==> config.mk <==
export PLATFORM = sky130hd
export DESIGN_NAME = spi_master_arbiter
export DESIGN_NICKNAME = d
export VERILOG_FILES = /design/src/rtl/spi_master_arbiter.sv
export SDC_FILE = /design/constraint.sdc
export NUM_CORES = 1
export LEC_CHECK = 0
export ABC_AREA = 1
export CORE_UTILIZATION = 25
export DETAILED_ROUTE_END_ITERATION = 12
export DONT_BUFFER_PORTS = 1
export HOLD_SLACK_MARGIN = 0.06
export PLACE_DENSITY_LB_ADDON = 0.1
export SYNTH_ARGS = -nofsm -noshare
export SYNTH_HDL_FRONTEND = slang
export SYNTH_SLANG_ARGS = --single-unit
export TNS_END_PERCENT = 1
==> constraint.sdc <==
create_clock -name clk -period 1.89 [get_ports clk]
set_input_delay 0.2835 -clock clk [delete_from_list [all_inputs] [get_ports clk]]
set_output_delay 0.2835 -clock clk [all_outputs]
set_load 0.05 [all_outputs]
==> src/rtl/spi_master_arbiter.sv <==
// Round-robin arbiter that shares one spi_master among NUM_REQ requesters.
// It latches the owner's config for each job, has a BUSY watchdog, and enforces a CS-high gap between jobs.
module spi_master_arbiter #(
    parameter int NUM_REQ    = 4,
    parameter int CS_WIDTH   = 2,
    parameter int GAP_CYCLES = 4,
    parameter int TIMEOUT    = 65535
) (
    input  logic                        clk,
    input  logic                        rst_n,
    input  logic [NUM_REQ-1:0]          req,
    input  logic [NUM_REQ*CS_WIDTH-1:0] req_cs_addr,
    input  logic [NUM_REQ*16-1:0]       req_len,
    input  logic [NUM_REQ*8-1:0]        req_tx_data,
    input  logic [NUM_REQ-1:0]          cfg_cpol,
    input  logic [NUM_REQ-1:0]          cfg_cpha,
    input  logic [NUM_REQ*8-1:0]        cfg_div,
    output logic [NUM_REQ-1:0]          grant,
    output logic [NUM_REQ-1:0]          done_out,
    output logic [NUM_REQ-1:0]          err_out,
    output logic                        busy,
    output logic                        m_enable,
    output logic                        m_start,
    output logic [CS_WIDTH-1:0]         m_cs_addr,
    output logic [15:0]                 m_tx_length,
    output logic [7:0]                  m_tx_data,
    output logic                        m_cpol,
    output logic                        m_cpha,
    output logic [7:0]                  m_sck_div,
    input  logic                        m_done
);
    localparam int IDX_W = $clog2(NUM_REQ);
    localparam int SUM_W = IDX_W + 1;
    localparam int GAP_W = (GAP_CYCLES > 1) ? $clog2(GAP_CYCLES) : 1;
    localparam logic [IDX_W-1:0]   LAST_IDX  = IDX_W'(NUM_REQ - 1);
    localparam logic [GAP_W-1:0]   GAP_LAST  = GAP_W'(GAP_CYCLES - 1);
    localparam logic [15:0]        WD_LAST   = 16'(TIMEOUT - 1);
    localparam logic [NUM_REQ-1:0] GRANT_ONE = NUM_REQ'(1);

    typedef enum logic [1:0] {IDLE, START, BUSY, GAP} state_t;

    state_t              state_reg;
    logic [IDX_W-1:0]    ptr_reg;
    logic [IDX_W-1:0]    owner_reg;
    logic [NUM_REQ-1:0]  grant_reg;
    logic [NUM_REQ-1:0]  done_reg;
    logic [NUM_REQ-1:0]  err_reg;
    logic                busy_reg;
    logic                enable_reg;
    logic                start_reg;
    logic [CS_WIDTH-1:0] cs_reg;
    logic [15:0]         len_reg;
    logic                cpol_reg;
    logic                cpha_reg;
    logic [7:0]          div_reg;
    logic [15:0]         wd_reg;
    logic [GAP_W-1:0]    gap_reg;

    logic [CS_WIDTH-1:0] cs_arr  [NUM_REQ];
    logic [15:0]         len_arr [NUM_REQ];
    logic [7:0]          tx_arr  [NUM_REQ];
    logic [7:0]          div_arr [NUM_REQ];

    genvar gi;
    generate
        for (gi = 0; gi < NUM_REQ; gi++) begin : g_unpack
            assign cs_arr[gi]  = req_cs_addr[gi*CS_WIDTH +: CS_WIDTH];
            assign len_arr[gi] = req_len[gi*16 +: 16];
            assign tx_arr[gi]  = req_tx_data[gi*8 +: 8];
            assign div_arr[gi] = cfg_div[gi*8 +: 8];
        end
    endgenerate

    // First requester at or after the pointer, wrapping around.
    logic [IDX_W-1:0] pick_next;
    logic             pick_valid;

    always_comb begin
        logic [SUM_W-1:0] cand_sum;
        logic [IDX_W-1:0] cand_idx;
        pick_next  = '0;
        pick_valid = 1'b0;
        cand_sum   = '0;
        cand_idx   = '0;
        for (int i = 0; i < NUM_REQ; i++) begin
            cand_sum = {1'b0, ptr_reg} + SUM_W'(i);
            if (cand_sum >= SUM_W'(NUM_REQ)) begin
                cand_sum = cand_sum - SUM_W'(NUM_REQ);
            end
            cand_idx = cand_sum[IDX_W-1:0];
            if (!pick_valid && req[cand_idx]) begin
                pick_valid = 1'b1;
                pick_next  = cand_idx;
            end
        end
    end

    always_ff @(posedge clk or negedge rst_n) begin
        if (!rst_n) begin
            state_reg  <= IDLE;
            ptr_reg    <= '0;
            owner_reg  <= '0;
            grant_reg  <= '0;
            done_reg   <= '0;
            err_reg    <= '0;
            busy_reg   <= 1'b0;
            enable_reg <= 1'b1;
            start_reg  <= 1'b0;
            cs_reg     <= '0;
            len_reg    <= '0;
            cpol_reg   <= 1'b0;
            cpha_reg   <= 1'b0;
            div_reg    <= '0;
            wd_reg     <= '0;
            gap_reg    <= '0;
        end else begin
            start_reg  <= 1'b0;
            done_reg   <= '0;
            err_reg    <= '0;
            enable_reg <= 1'b1;
            case (state_reg)
                IDLE: begin
                    if (pick_valid) begin
                        owner_reg <= pick_next;
                        grant_reg <= GRANT_ONE << pick_next;
                        cs_reg    <= cs_arr[pick_next];
                        len_reg   <= len_arr[pick_next];
                        cpol_reg  <= cfg_cpol[pick_next];
                        cpha_reg  <= cfg_cpha[pick_next];
                        div_reg   <= div_arr[pick_next];
                        busy_reg  <= 1'b1;
                        state_reg <= START;
                    end
                end
                START: begin
                    start_reg <= 1'b1;
                    wd_reg    <= '0;
                    state_reg <= BUSY;
                end
                BUSY: begin
                    // m_done is tested first so a completion on the timeout cycle is not an error.
                    if (m_done) begin
                        done_reg  <= grant_reg;
                        grant_reg <= '0;
                        gap_reg   <= '0;
                        state_reg <= GAP;
                    end else if (wd_reg == WD_LAST) begin
                        err_reg    <= grant_reg;
                        enable_reg <= 1'b0;
                        grant_reg  <= '0;
                        gap_reg    <= '0;
                        state_reg  <= GAP;
                    end else begin
                        wd_reg <= wd_reg + 16'd1;
                    end
                end
                GAP: begin
                    if (gap_reg == GAP_LAST) begin
                        ptr_reg   <= (owner_reg == LAST_IDX) ? '0 : owner_reg + 1'b1;
                        busy_reg  <= 1'b0;
                        state_reg <= IDLE;
                    end else begin
                        gap_reg <= gap_reg + 1'b1;
                    end
                end
                default: state_reg <= IDLE;
            endcase
        end
    end

    assign grant       = grant_reg;
    assign done_out    = done_reg;
    assign err_out     = err_reg;
    assign busy        = busy_reg;
    assign m_enable    = enable_reg;
    assign m_start     = start_reg;
    assign m_cs_addr   = cs_reg;
    assign m_tx_length = len_reg;
    assign m_cpol      = cpol_reg;
    assign m_cpha      = cpha_reg;
    assign m_sck_div   = div_reg;
    assign m_tx_data   = (grant_reg != '0) ? tx_arr[owner_reg] : 8'd0;

endmodule

==> results of run 1 <==
layer usage:
metal	up-vias	track usage
met1	2220	0.199
met4	0	0.0480
met2	126	0.256
met5	-	0
li1	2373	-
met3	15	0.0440
area by class of cell:
| class | count | area share |
|---|---|---|
| multi-input combinational | 591 | 0.486 |
| timing repair buffer | 58 | 0.105 |
| clock buffer | 9 | 0.0386 |
| sequential | 67 | 0.288 |
| tap | 234 | 0.0502 |
| clock inverter | 7 | 0.00880 |
| inverter | 34 | 0.0238 |
final timing paths:
path	startpoint	endpoint	slack, ns
max in group asynchronous	rst_n	ptr_reg[0]	1.07
worst max-delay path	ptr_reg[0]	m_tx_length[11]	-0.06
min in group asynchronous	rst_n	err_out[0]	0.51
worst max register to register	ptr_reg[0]	m_tx_length[11]	-0.06
worst min-delay path	m_done	done_out[3]	0.16
worst min register to register	gap_reg[1]	gap_reg[1]	0.48
power groups by stage:
| stage | combinational [mW] | clock, mW | sequential (mW) |
|---|---|---|---|
| finish | 9.39 | 1.60 | 3.30 |
| global route | 10.5 | 1.72 | 3.35 |
| global placement | 8.27 | 0 | 3.32 |
| floorplan | 6.17 | 0 | 3.25 |
| detailed placement | 8.37 | 0 | 3.32 |
| CTS | 8.52 | 1.66 | 3.31 |
worst max-delay path: stages (launching register included):
cell,delay [ns]
dfrtp_2,0.44
buf_6,0.15
nand2_2,0.08
nand3_2,0.09
nand2_2,0.14
inv_2,0.07
nand2_2,0.08
nand2_2,0.07
nand2_4,0.10
buf_6,0.13
clkbuf_16,0.16
nand3_1,0.08
nand2_1,0.08
nand2_1,0.05
nand2_1,0.06
nand2_1,0.05
nand2_1,0.05
through the flow:
stage | area, um^2 | hold WS [ns] | power, mW | worst slack [ns] | std cells
2_1_floorplan | 4790 | -0.0121 | 9.41 | -0.0146 | 729
3_5_place_dp | 5280 | -0.00926 | 11.7 | -0.0907 | 974
5_1_grt | 5830 | 0.165 | 15.6 | -0.199 | 1000
6_report | 5830 | 0.164 | 14.3 | -0.0630 | 1000
4_1_cts | 5620 | 0.153 | 13.5 | -0.0834 | 992
3_3_place_gp | 5280 | -0.00946 | 11.6 | -0.0470 | 974
cells in the mapped netlist (2+ instances only):
| cell | instances |
|---|---|
| a21oi_1 | 14 |
| buf_2 | 19 |
| buf_4 | 2 |
| buf_6 | 9 |
| clkbuf_1 | 6 |
| dfrtp_1 | 66 |
| ha_1 | 9 |
| inv_1 | 28 |
| inv_2 | 4 |
| nand2_1 | 345 |
| nand2_2 | 18 |
| nand2_4 | 2 |
| nand3_1 | 73 |
| nand3_2 | 3 |
| nand4_1 | 5 |
| nor2_1 | 58 |
| nor3_1 | 4 |
| nor4_1 | 2 |
| o21ai_0 | 29 |
| o21ai_1 | 4 |
| o21ai_2 | 2 |
| o31ai_1 | 8 |
| xnor2_1 | 2 |
| xor2_1 | 6 |
cell families after synthesis:
kind of cell,synth area share
and+or+nand+nor,0.457
adders and majority gates,0.0237
AOI/OAI and AO/OA,0.0707
xor gates and xnor gates,0.0148
buffers and inverters,0.0797
DFF,0.354
what timing repair did:
action / 4_1_cts / 5_1_grt
endpoints found under the hold margin: 67 / 0
pin swaps: 1 / 10
buffers inserted: 0 / 6
endpoints found under the setup margin: 42 / 50
resized for setup: 11 / 38
gates cloned: 0 / 3
hold buffers: 2 / 0
==> flow_summary.json, run 1 <==
{
  "status": "complete, but fails checks",
  "violations": "setup timing",
  "fillers": 2083,
  "pwr-share-clk": 0.112,
  "cp_data_arrival_time_ns": 2.23,
  "grt_first_pass_wirelength_um": 23700,
  "vias_per_cell": 4.73,
  "cp-start-kind": "register",
  "skew_ns": 0.00753,
  "fin_crit_ns": 1.95,
  "yosysTopAreaCell": "dfrtp_1",
  "ys_types": 35,
  "num_vias": 4734,
  "htreeDepth": 3,
  "r2r_cells": 16,
  "highest_layer": "met4",
  "layout_commonest_cell": "nand2_1",
  "drt-initial-drc-count": 258,
  "fin_tns_setup_ns": -0.794,
  "io_buffers": 0,
  "root_buffer": "clkbuf_16",
  "p_leak_nw": 2.99,
  "min_path_cells": 2,
  "synth-edff-count": 0,
  "route.met3.wl_um": 769,
  "initial_core_util": 0.254,
  "wl_um": 15700,
  "seq_power_share": 0.231,
  "synth_top_area_frac": 0.348,
  "cts_tree": "yes",
  "wl_met1_um": 7200,
  "wl_per_cell_um": 15.7,
  "setup.worst_path.class": "register to register",
  "cp_max_fo": 16,
  "core_mm2": 0.0186,
  "finalWeightedCongestion": 0.835,
  "synth_seq_area_share": 0.354,
  "grt_pass1_vias": 4335,
  "clk_path_buf_depth": 2,
  "first_pass_iters": 6,
  "nets": 921,
  "hp-class": "primary input to register",
  "cts_made_buffers": 9,
  "p_sw_frac": 0.559,
  "cp.required_ns": 2.17,
  "layout_setup_ws_ns": -0.0630,
  "dieArea_mm2": 0.0195,
  "drv_cap": 0,
  "ys_seq_elements": 67,
  "finalCritPeriodShare": 1.03,
  "ios": 202,
  "clock-sinks": 67,
  "tightest_slew_ns": 0.591,
  "syn2layout_area_growth_pct": 23.0,
  "syn-instance-count": 729,
  "drive_gt1_frac": 0.192,
  "grt_max_degree": 68,
  "yosys-top-cells-area": "dfrtp_1, nand2_1, nand3_1",
  "drc": 0,
  "rsz0062_at_grt": "yes",
  "syn_avg_cell_area_um2": 6.50,
  "multi_input_area_mm2": 0.00283,
  "max_freq_ghz": 0.512,
  "antenna_found_initial": 0,
  "clk_latency_ns": 0.34,
  "regArea_mm2": 0.00168,
  "route.met2.wl_um": 7480,
  "synthArstFlopShare": 1.00,
  "final_util": 0.313,
  "finalHoldViolCount": 0,
  "finalSetupViolCount": 26,
  "layout_common_cells": "nand2_1, nand3_1, dfrtp_1, nor2_1, buf_4",
  "internal_power_mw": 6.30,
  "fp.dieW_um": 140,
  "globalRouteOverflowTotal": 0,
  "cp-end-kind": "register",
  "ys.flop_type": "dfrtp_1",
  "pwr_density_cell_mw_per_mm2": 2450,
  "std_cell_rows": 50,
  "ir_worst_vdd_v": 0.000889,
  "die_h_um": 140,
  "ys.warnings.count": 0,
  "pwr-share-comb": 0.657,
  "clkTransAtPathRegs_ns": 0.06,
  "relSlewSlack": 0.606,
  "dp_hpwl_um": 11500,
  "maxSlewViolCount": 0,
  "syn_area_mm2": 0.00474,
  "track_usage": 0.156,
  "ant_nets": 0,
  "power.switching_mw": 7.99,
  "synth_nets": 889,
  "diodes": 0
}
Power figures use the tool's default switching activity.
==> inputs of run 2 (changes only) <==
--- a/config.mk
+++ b/config.mk
@@ -7,6 +7,7 @@
 export LEC_CHECK = 0
 export ABC_AREA = 1
 export CORE_UTILIZATION = 25
+export CTS_BUF_LIST = sky130_fd_sc_hd__clkbuf_8
 export DETAILED_ROUTE_END_ITERATION = 12
 export DONT_BUFFER_PORTS = 1
 export HOLD_SLACK_MARGIN = 0.06
==> flow_summary.json, run 2 (synthesis results as in run 1) <==
{
  "dp_hpwl_um": 11500,
  "std_cell_rows": 50,
  "drt-initial-drc-count": 205,
  "path_cells": "buf_6, nand2_2, nand3_2, nand2_4, inv_2, nand2_2, nand2_2, nand2_4, buf_6, clkbuf_16, nand3_1, nand2_1, nand2_1, nand2_1, nand2_1, nand2_1",
  "layout_common_cells": "nand2_1, nand3_1, dfrtp_1, nor2_1, buf_4",
  "violations": "setup timing",
  "design_area_mm2": 0.00577,
  "r2r_end": "m_tx_length[11]",
  "clock-sinks": 67,
  "grt_max_degree": 68,
  "finalCritPeriodShare": 1.03,
  "htreeDepth": 3,
  "vias_per_cell": 4.74,
  "cp_data_arrival_time_ns": 2.25,
  "core_mm2": 0.0186,
  "die_h_um": 140,
  "setup.worst_path.class": "register to register",
  "whs_ns": 0.138,
  "cp.required_ns": 2.19,
  "min_path_cells": 2,
  "layout_setup_ws_ns": -0.0570,
  "globalRouteOverflowTotal": 0,
  "clk_path_buf_depth": 2,
  "rrSetupSlack_ns": -0.06,
  "status": "complete, but fails checks",
  "tightest_slew_ns": 0.592,
  "fp.dieW_um": 140,
  "cp_num_buf_inv": 4,
  "drc": 0,
  "ant_nets": 0,
  "drive_gt1_frac": 0.197,
  "wl_um": 15700,
  "pwr_density_cell_mw_per_mm2": 2410,
  "r2r-start": "ptr_reg[0]",
  "hold_start": "m_done",
  "critical-path-top-delay-family": "simple AND/OR/NAND/NOR gates",
  "num_vias": 4749,
  "antenna_found_initial": 0,
  "track_usage": 0.156,
  "fin_crit_ns": 1.95,
  "layout_commonest_cell": "nand2_1",
  "max_freq_ghz": 0.514,
  "first_pass_iters": 5,
  "crit_path_frequent_cell": "nand2_1",
  "diodes": 0,
  "drv_cap": 0,
  "dpl_cell_area_mm2": 0.00528,
  "fin_tns_setup_ns": -0.730,
  "max_stage_delay_ns": 0.45,
  "cts_tree": "yes",
  "grt_pass1_vias": 4332,
  "dieArea_mm2": 0.0195,
  "preCtsSetupSlack_ns": -0.0907,
  "crit_slowest_cell": "dfrtp_2",
  "finalHoldViolCount": 0,
  "multi_input_area_mm2": 0.00285,
  "clkTransAtPathRegs_ns": 0.08,
  "nets": 922,
  "rsz0062_at_grt": "yes",
  "io_buffers": 0,
  "p_leak_nw": 2.96,
  "hp-class": "primary input to register",
  "wl_per_cell_um": 15.6,
  "fillers": 2088,
  "finalSetupViolCount": 30,
  "cp-end-kind": "register",
  "clk_latency_ns": 0.36,
  "syn2layout_area_growth_pct": 21.7,
  "cp-start-kind": "register",
  "relSlewSlack": 0.605,
  "initial_core_util": 0.254,
  "maxSlewViolCount": 0,
  "regArea_mm2": 0.00168,
  "cp_max_fo": 16,
  "root_buffer": "clkbuf_8",
  "ios": 202,
  "cts_made_buffers": 9,
  "r2r_cells": 16,
  "finalWeightedCongestion": 0.835,
  "ir_worst_vdd_v": 0.000922,
  "hold_end": "done_out[3]",
  "final_util": 0.309,
  "skew_ns": 0.0137,
  "grt_first_pass_wirelength_um": 23700
}
## run 2: cell count changes in the layout (fill, tap and decap cells not counted), sizes merged
cell,previous run,this run
inv,33,34
buf,54,55
clkinv,5,4
## run 2: worst reg2reg max path, delay by kind of cell, from the launching register on
kind	cells	cell delay (ns)
DFF	1	0.45
and+or+nand+nor	12	0.96
buffers and inverters	4	0.51
## run 2: cell type report
class / instances / share of cell area
Tap cell: 234 / 0.0507
Multi-Input combinational cell: 591 / 0.494
Inverter: 34 / 0.0243
Clock inverter: 7 / 0.00889
Sequential cell: 67 / 0.291
Clock buffer: 9 / 0.0215
Timing Repair Buffer: 59 / 0.109
## run 2: through the flow
stage / power [mW] / instances
global route: 15.2 / 1001
detailed placement: 11.7 / 974
global placement: 11.6 / 974
finish: 13.9 / 1001
floorplan: 9.41 / 729
CTS: 13.0 / 992
## run 2: power breakdown
part	total (mW)	switching, mW	internal [mW]	leakage [nW]
Combinational	9.49	5.87	3.62	2.01
Sequential	3.30	1.44	1.86	0.870
Clock	1.13	0.646	0.482	0.0860
## run 2: repair_timing
item | CTS | global route
hold buffers | 2 | 0
cloned | 0 | 3
pin swaps | 1 | 12
endpoints found under the hold margin | 67 | 0
endpoints found under the setup margin | 42 | 50
resized for setup | 11 | 44
buffers inserted | 0 | 6
## run 2: worst max-delay path by stage
stage / startpoint / to / slack (ns) / cells after the start
5_1_grt: owner_reg[0] / m_tx_data[5] / -0.19 / 4
2_1_floorplan: owner_reg[0] / m_tx_data[1] / -0.01 / 6
3_5_place_dp: ptr_reg[0] / m_sck_div[0] / -0.09 / 15
3_3_place_gp: ptr_reg[0] / m_sck_div[0] / -0.05 / 15
4_1_cts: owner_reg[0] / m_tx_data[0] / -0.08 / 5
6_report: ptr_reg[0] / m_tx_length[11] / -0.06 / 16
## run 2: metal layers
layer	GRT usage	up-vias	wire length (um)
met5	0	-	0
met4	0.0411	0	239
met3	0.0440	12	835
met2	0.258	122	7520
met1	0.198	2236	7070
li1	-	2379	-
==> inputs of run 3 (changes only) <==
--- a/config.mk
+++ b/config.mk
@@ -6,6 +6,9 @@
 export NUM_CORES = 1
 export LEC_CHECK = 0
 export ABC_AREA = 1
+export CAP_MARGIN = 25
+export CELL_PAD_IN_SITES_DETAIL_PLACEMENT = 0
+export CELL_PAD_IN_SITES_GLOBAL_PLACEMENT = 1
 export CORE_UTILIZATION = 25
 export CTS_BUF_LIST = sky130_fd_sc_hd__clkbuf_8
 export DETAILED_ROUTE_END_ITERATION = 12
==> flow_summary.json, run 3 (synthesis results as in run 1) <==
{
  "root_buffer": "clkbuf_8",
  "rsz0062_at_grt": "yes",
  "ir_worst_vdd_v": 0.00106,
  "fin_crit_ns": 2.03,
  "num_vias": 4822,
  "tightest_slew_ns": 0.603,
  "antenna_found_initial": 2,
  "drt-initial-drc-count": 229,
  "layout_common_cells": "nand2_1, nand3_1, dfrtp_1, nor2_1, buf_4",
  "hold_start": "m_done",
  "clock-sinks": 67,
  "initial_core_util": 0.254,
  "skew_ns": 0.00521,
  "syn2layout_area_growth_pct": 26.0,
  "nets": 930,
  "preCtsSetupSlack_ns": -0.103,
  "vias_per_cell": 4.77,
  "hp-class": "primary input to register",
  "hold_end": "done_out[3]",
  "r2r_cells": 16,
  "finalHoldViolCount": 0,
  "io_buffers": 0,
  "dp_hpwl_um": 12100,
  "finalWeightedCongestion": 0.783,
  "cts_tree": "yes",
  "cp_max_fo": 8,
  "clkTransAtPathRegs_ns": 0.08,
  "cp.required_ns": 2.20,
  "core_mm2": 0.0186,
  "maxSlewViolCount": 0,
  "ios": 202,
  "first_pass_iters": 5,
  "htreeDepth": 3,
  "max_freq_ghz": 0.494,
  "wl_per_cell_um": 17.2,
  "grt_pass1_vias": 4630,
  "finalSetupViolCount": 29,
  "cp-end-kind": "register",
  "layout_commonest_cell": "nand2_1",
  "violations": "setup timing",
  "r2r-start": "ptr_reg[0]",
  "grt_max_degree": 68,
  "std_cell_rows": 50,
  "dieArea_mm2": 0.0195,
  "wl_um": 17400,
  "p_leak_nw": 3.05,
  "drive_gt1_frac": 0.186,
  "die_h_um": 140,
  "rrSetupSlack_ns": -0.14,
  "drv_cap": 0,
  "globalRouteOverflowTotal": 0,
  "r2r_end": "m_sck_div[6]",
  "power_mw": 15.3,
  "setup.worst_path.class": "register to register",
  "cts_made_buffers": 9,
  "relSlewSlack": 0.598,
  "pwr_density_cell_mw_per_mm2": 2560,
  "layout_setup_ws_ns": -0.135,
  "finalCritPeriodShare": 1.07,
  "grt_first_pass_wirelength_um": 25600,
  "ant_nets": 0,
  "clk_path_buf_depth": 2,
  "fillers": 2071,
  "drc": 0,
  "cp_data_arrival_time_ns": 2.33,
  "cp-start-kind": "register",
  "clk_latency_ns": 0.36,
  "fin_tns_setup_ns": -2.75,
  "status": "complete, but fails checks",
  "min_path_cells": 2,
  "fp.dieW_um": 140,
  "track_usage": 0.169
}
## run 3: power by group
group,internal (mW),switching [mW],leakage [nW]
combinational,4.34,6.26,2.08
clock,0.738,0.638,0.101
sequential,1.86,1.44,0.870
total,6.94,8.34,3.05
## run 3: layout make-up
cell class              instances  area (um^2)  share of cell area
multi-input cells             592         2810               0.471
flip-flops and latches         67         1680               0.281
repair buffers                 65          822               0.138
well taps                     234          293              0.0490
inverters                      34          138              0.0230
clock buffers                   9          124              0.0207
clock inverters                 7         92.6              0.0155
repair inverters                1         7.51             0.00126
diodes                          2         5.00            0.000838
## run 3: worst max-delay path by stage
| stage | start | depth (start not counted) | slack [ns] | endpoint |
|---|---|---|---|---|
| 5_1_grt | ptr_reg[0] | 17 | -0.28 | m_sck_div[3] |
| 3_5_place_dp | ptr_reg[0] | 15 | -0.10 | m_cs_addr[1] |
| 2_1_floorplan | owner_reg[0] | 6 | -0.01 | m_tx_data[1] |
| 4_1_cts | ptr_reg[0] | 16 | -0.10 | m_sck_div[1] |
| 3_3_place_gp | ptr_reg[0] | 16 | -0.04 | m_sck_div[4] |
| 6_report | ptr_reg[0] | 16 | -0.14 | m_sck_div[6] |
## run 3: metrics by stage
| stage | hold slack [ns] | area (um^2) | std cells | utilization |
|---|---|---|---|---|
| 4_1_cts | 0.101 | 5660 | 997 | 0.304 |
| 2_1_floorplan | -0.0121 | 4790 | 729 | - |
| 5_1_grt | 0.117 | 5970 | 1011 | 0.320 |
| 3_3_place_gp | -0.00891 | 5290 | 974 | 0.284 |
| 6_report | 0.127 | 5970 | 1011 | 0.320 |
| 3_5_place_dp | -0.00788 | 5290 | 974 | 0.284 |
## run 3: timing repair
action,in CTS,in global routing
setup endpoints to repair,42,60
buffers inserted,3,1
pin swaps,3,2
cloned,2,11
hold buffers,2,0
resized for setup,23,30
hold endpoints to repair,67,0
## run 3: per-layer routing
layer	vias up	share of wire	global-route usage
met4	0	0.031	0.0798
met2	150	0.47	0.274
met3	27	0.067	0.0396
met1	2249	0.44	0.212
li1	2396	-	-
met5	-	0	0
## run 3: critical path, cell delays in order (launching register included)
cell	delay (ns)
dfrtp_2	0.47
clkinvlp_4	0.15
nand2_1	0.09
nand2_2	0.07
nand2_2	0.09
nand2_4	0.07
nor2_8	0.11
nand3_4	0.13
nand3_4	0.10
buf_12	0.17
clkbuf_16	0.17
nand2_1	0.05
nand2_1	0.06
nand2_1	0.05
nand2_1	0.07
nand2_1	0.05
nand2_1	0.05
==> variant 1, RTL diff (flow settings as in run 2) <==
Change the parameter `CS_WIDTH` from 2 to 4.
--- a/src/rtl/spi_master_arbiter.sv
+++ b/src/rtl/spi_master_arbiter.sv
@@ -2,7 +2,7 @@
 // It latches the owner's config for each job, has a BUSY watchdog, and enforces a CS-high gap between jobs.
 module spi_master_arbiter #(
     parameter int NUM_REQ    = 4,
-    parameter int CS_WIDTH   = 2,
+    parameter int CS_WIDTH   = 4,
     parameter int GAP_CYCLES = 4,
     parameter int TIMEOUT    = 65535
 ) (
Interface: changed (resized m_cs_addr and req_cs_addr); port bits go from 202 to 212. The function was not compared with the original's and may differ.
==> variant 1 against run 2 <==
- the flow still finishes with violations (setup timing)
- wire length is 8.0% higher
- worst setup slack worse by 33 ps
- highest routed layer unchanged
- sequential cell count is 2 higher
- area after synthesis is 0.32% higher
- first-iteration DRC count is 17% lower
- global-route usage is 2.0 points higher
- critical endpoint is now m_cs_addr[3]$_DFFE_PN0P_
- synthesized cell count is 3.6% higher
- power is 9.6% higher
- critical path depth is 1 lower
- design area is 4.6% higher
==> variant 1: results (changes against run 2) <==
first drt pass iteration count 4 (-1); grt met1 use 21.6% (+1.8 points); synth top area cells dfrtp_1 36%, nand2_1 30%, nand3_1 8.4%; failing checks setup timing; metal2 WL 8.09 mm (+7.7%); GPL Wtd Cong 0.870 (+4.3%); initial antenna violation count 1 (+1); Detail Placement HPWL 12.1 mm (+5.1%); post_cts resized 48 (+37); clock skew 7.55 ps (-6.19 ps); Final nets 971 (+5.3%); met1 WL 7.51 mm (+6.2%); Via density 4.76 (+0.24%); DR iter-0 viols 171 (-17%); Synth top cells by count 374 x nand2_1, 80 x nand3_1, 68 x dfrtp_1, 59 x nor2_1, 36 x inv_1; fin worst setup slack -89.6 ps (-32.6 ps); largest net degree at the start of global routing 70 (+2.9%); met3 Track Usage GR 4.24% (-0.17 points); Setup-failing EPs final 31 (+3.3%); GRT met2 Usage 29.4% (+3.6 points); layout cell share with drive strength beyond 1 17.5% (-2.2 points); wire per inst 16.2 um (+3.7%); slowest stage delay, CP 480 ps (+30 ps); Syn Inst Count 755 (+3.6%); Fillers 2073 (-0.72%); worst vdd rail ir drop 966 uV (+4.8%); Seq. pwr 0.00345 W (+5%); placed cells 1014 (+4.1%); status finished with violations; Fin Hold WS 137 ps (-0.647 ps); metal3 WL 995 um (+19%); sequential area share after synthesis 36.3% (+0.94 points); Post CTS Setup Buffer Count 3 (+3); vias in the first global route 5043 (+16%); first-pass GRT wire length 26.4 mm (+12%)
==> variant 1: changes by cell type in the layout (fill, tap and decap cells not counted), moves of 3 or more <==
cell	change
buf_16	+5
buf_4	+7
buf_6	+5
clkbuf_16	-3
inv_1	+8
nand2_1	+32
nand2_2	-18
nand2_4	-4
nand3_1	+11
nand3_2	-5
nor2_1	-3
nor2_2	+4
o21ai_0	-14
o21ai_1	+11
==> variant 1: cells by family (layout without fill, tap and decap cells) <==
family          after synthesis  count (layout)  synth area share [%]
flops                        69              69                  36.3
other cells                   0               1                     0
buf+inv                      78             131                  7.63
simple gates                535             535                  45.8
fa+ha+maj                     9               9                  2.37
compound gates               59              59                  6.92
xor+xnor                      5               5                 0.921
==> variant 1: final cells by class <==
class	count	share of cell area [%]
Antenna cell	1	0.0415
Timing Repair Buffer	73	13.3
Sequential cell	69	28.7
Clock buffer	9	2.05
Clock inverter	7	1.49
Multi-Input combinational cell	608	46.7
Inverter	42	2.88
Tap cell	234	4.85
==> variant 1: through the flow <==
stage	setup TNS (ps)	area [um2]
after detailed placement	-2360	5430
final	-1920	6040
after CTS	-1130	5970
after floorplan	-102	4810
after global routing	-7750	6040
after global placement	-293	5430
==> variant 1: final timing paths <==
path                       cells past startpoint                  endpoint                   start
max reg2reg                                   15  m_cs_addr[3]$_DFFE_PN0P_  ptr_reg[0]$_DFFE_PN0P_
min reg2reg                                    2    wd_reg[14]$_DFFE_PN0P_  wd_reg[14]$_DFFE_PN0P_
min                                            2     done_out[0]$_DFF_PN0_                  m_done
max                                           15  m_cs_addr[3]$_DFFE_PN0P_  ptr_reg[0]$_DFFE_PN0P_
max in group asynchronous                      2        m_enable$_DFF_PN1_                   rst_n
min in group asynchronous                      2    wd_reg[11]$_DFFE_PN0P_                   rst_n
==> variant 2, RTL diff (flow settings as in run 2) <==
Without the edit above. Re-encode `state_t` (4 states) as one-hot, 4 bits wide.
--- a/src/rtl/spi_master_arbiter.sv
+++ b/src/rtl/spi_master_arbiter.sv
@@ -37,7 +37,7 @@
     localparam logic [15:0]        WD_LAST   = 16'(TIMEOUT - 1);
     localparam logic [NUM_REQ-1:0] GRANT_ONE = NUM_REQ'(1);
 
-    typedef enum logic [1:0] {IDLE, START, BUSY, GAP} state_t;
+    typedef enum logic [3:0] {IDLE = 4'b0001, START = 4'b0010, BUSY = 4'b0100, GAP = 4'b1000} state_t;
 
     state_t              state_reg;
     logic [IDX_W-1:0]    ptr_reg;
Formal check against the unedited RTL: same outputs for any inputs over 10 cycles, from zero or initial values and one cycle with rst_n low; not proved beyond that.
==> variant 2 against run 2 <==
- the flow still finishes with violations (setup timing)
- power shrank 15%
- clock skew shrank 5.4 ps
- wire length grew 0.86%
- sequential share of layout area grew 0.47 points
- count of clock-buffer cells in the layout is the same
- design area grew 1.4%
- worst setup slack lost 49 ps
- area after synthesis shrank 3.1%
- sequential cell count grew 2
- highest routed layer unchanged
==> variant 2: results (changes against run 2) <==
layout cell share with drive strength beyond 1 17.6% (-2.1 points); Synth top cells by count 361 x nand2_1, 76 x nand3_1, 67 x dfrtp_1, 60 x nor2_1, 32 x inv_1; Relative slew margins 60.3% (-0.28 points); GPL Wtd Cong 0.849 (+1.8%); Fin Hold WS 126 ps (-11.7 ps); clock skew 8.33 ps (-5.40 ps); placed cells 976 (+0.21%); Setup-failing EPs final 30 (unchanged); Post-Syn Nets 881 (-0.90%); synth top area cells dfrtp_1 36%, nand2_1 29%, nand3_1 8.3%; Final nets 928 (+0.65%); P_int 0.00543 W (-9.1%); post_cts resized 15 (+4); worst reg2reg path endpoint m_sck_div[0]$_DFFE_PN0P_; Pleak 3.05 nW (+2.9%); Clk. pwr 0.00124 W (+9.7%); combinational cell fraction of total power 62.1% (-6.1 points); status finished with violations; Detail Placement HPWL 11.3 mm (-2.0%); Post CTS Setup Buffer Count 1 (+1); worst vdd rail ir drop 1180 uV (+28%); DP Worst Slack -77.4 ps (+13.3 ps); Via density 4.71 (-0.76%); largest net degree at the start of global routing 70 (+2.9%); fin worst setup slack -106 ps (-49.2 ps); Critical Path AT 2300 ps (+50 ps); Area after DPL 5220 um2 (-1.0%); failing checks setup timing; first drt pass iteration count 4 (-1)
[variant 2: cell count changes in the layout (fill, tap and decap cells not counted), moves of 6 or more]
cell | before | now
nand2_2 | 35 | 13
o21ai_1 | 6 | 13
buf_6 | 6 | 12
nand2_1 | 325 | 347
o21ai_0 | 26 | 17
[variant 2: cell families (layout without fill, tap and decap cells)]
logic type / Yosys count / after routing / synth area share [%]
xor+xnor: 8 / 8 / 1.53
buf+inv: 73 / 124 / 7.46
simple gates: 516 / 517 / 45.6
flops: 69 / 69 / 37.6
compound gates: 56 / 56 / 6.73
fa+ha+maj: 4 / 4 / 1.09
[variant 2: layer usage]
metal	vias to the layer above	part of all wire, %	GRT usage (%)
li1	2383	-	-
met1	2166	43	19.6
met2	167	49	28.6
met3	25	6.3	4.38
met4	0	2.4	6.53
met5	-	0	0
[variant 2: final cells by class]
class / count / area, um2
clock buffer: 9 / 124
clock inverter: 7 / 66.3
fill: 1959 / 12100
inverter: 37 / 146
multi-input combinational: 585 / 2700
sequential: 69 / 1730
tap: 229 / 287
timing repair buffer: 71 / 796
[variant 2: worst max path at each step]
stage | start | to | slack [ps] | cells after the start
2_1_floorplan | owner_reg[0]$_DFFE_PN0P_ | m_tx_data[1] | -10 | 6
3_3_place_gp | ptr_reg[0]$_DFFE_PN0P_ | m_tx_length[4]$_DFFE_PN0P_ | -50 | 13
3_5_place_dp | ptr_reg[0]$_DFFE_PN0P_ | m_tx_length[4]$_DFFE_PN0P_ | -80 | 13
4_1_cts | ptr_reg[0]$_DFFE_PN0P_ | m_sck_div[0]$_DFFE_PN0P_ | -60 | 15
5_1_grt | ptr_reg[0]$_DFFE_PN0P_ | m_tx_length[10]$_DFFE_PN0P_ | -240 | 15
6_report | ptr_reg[0]$_DFFE_PN0P_ | m_sck_div[0]$_DFFE_PN0P_ | -110 | 15
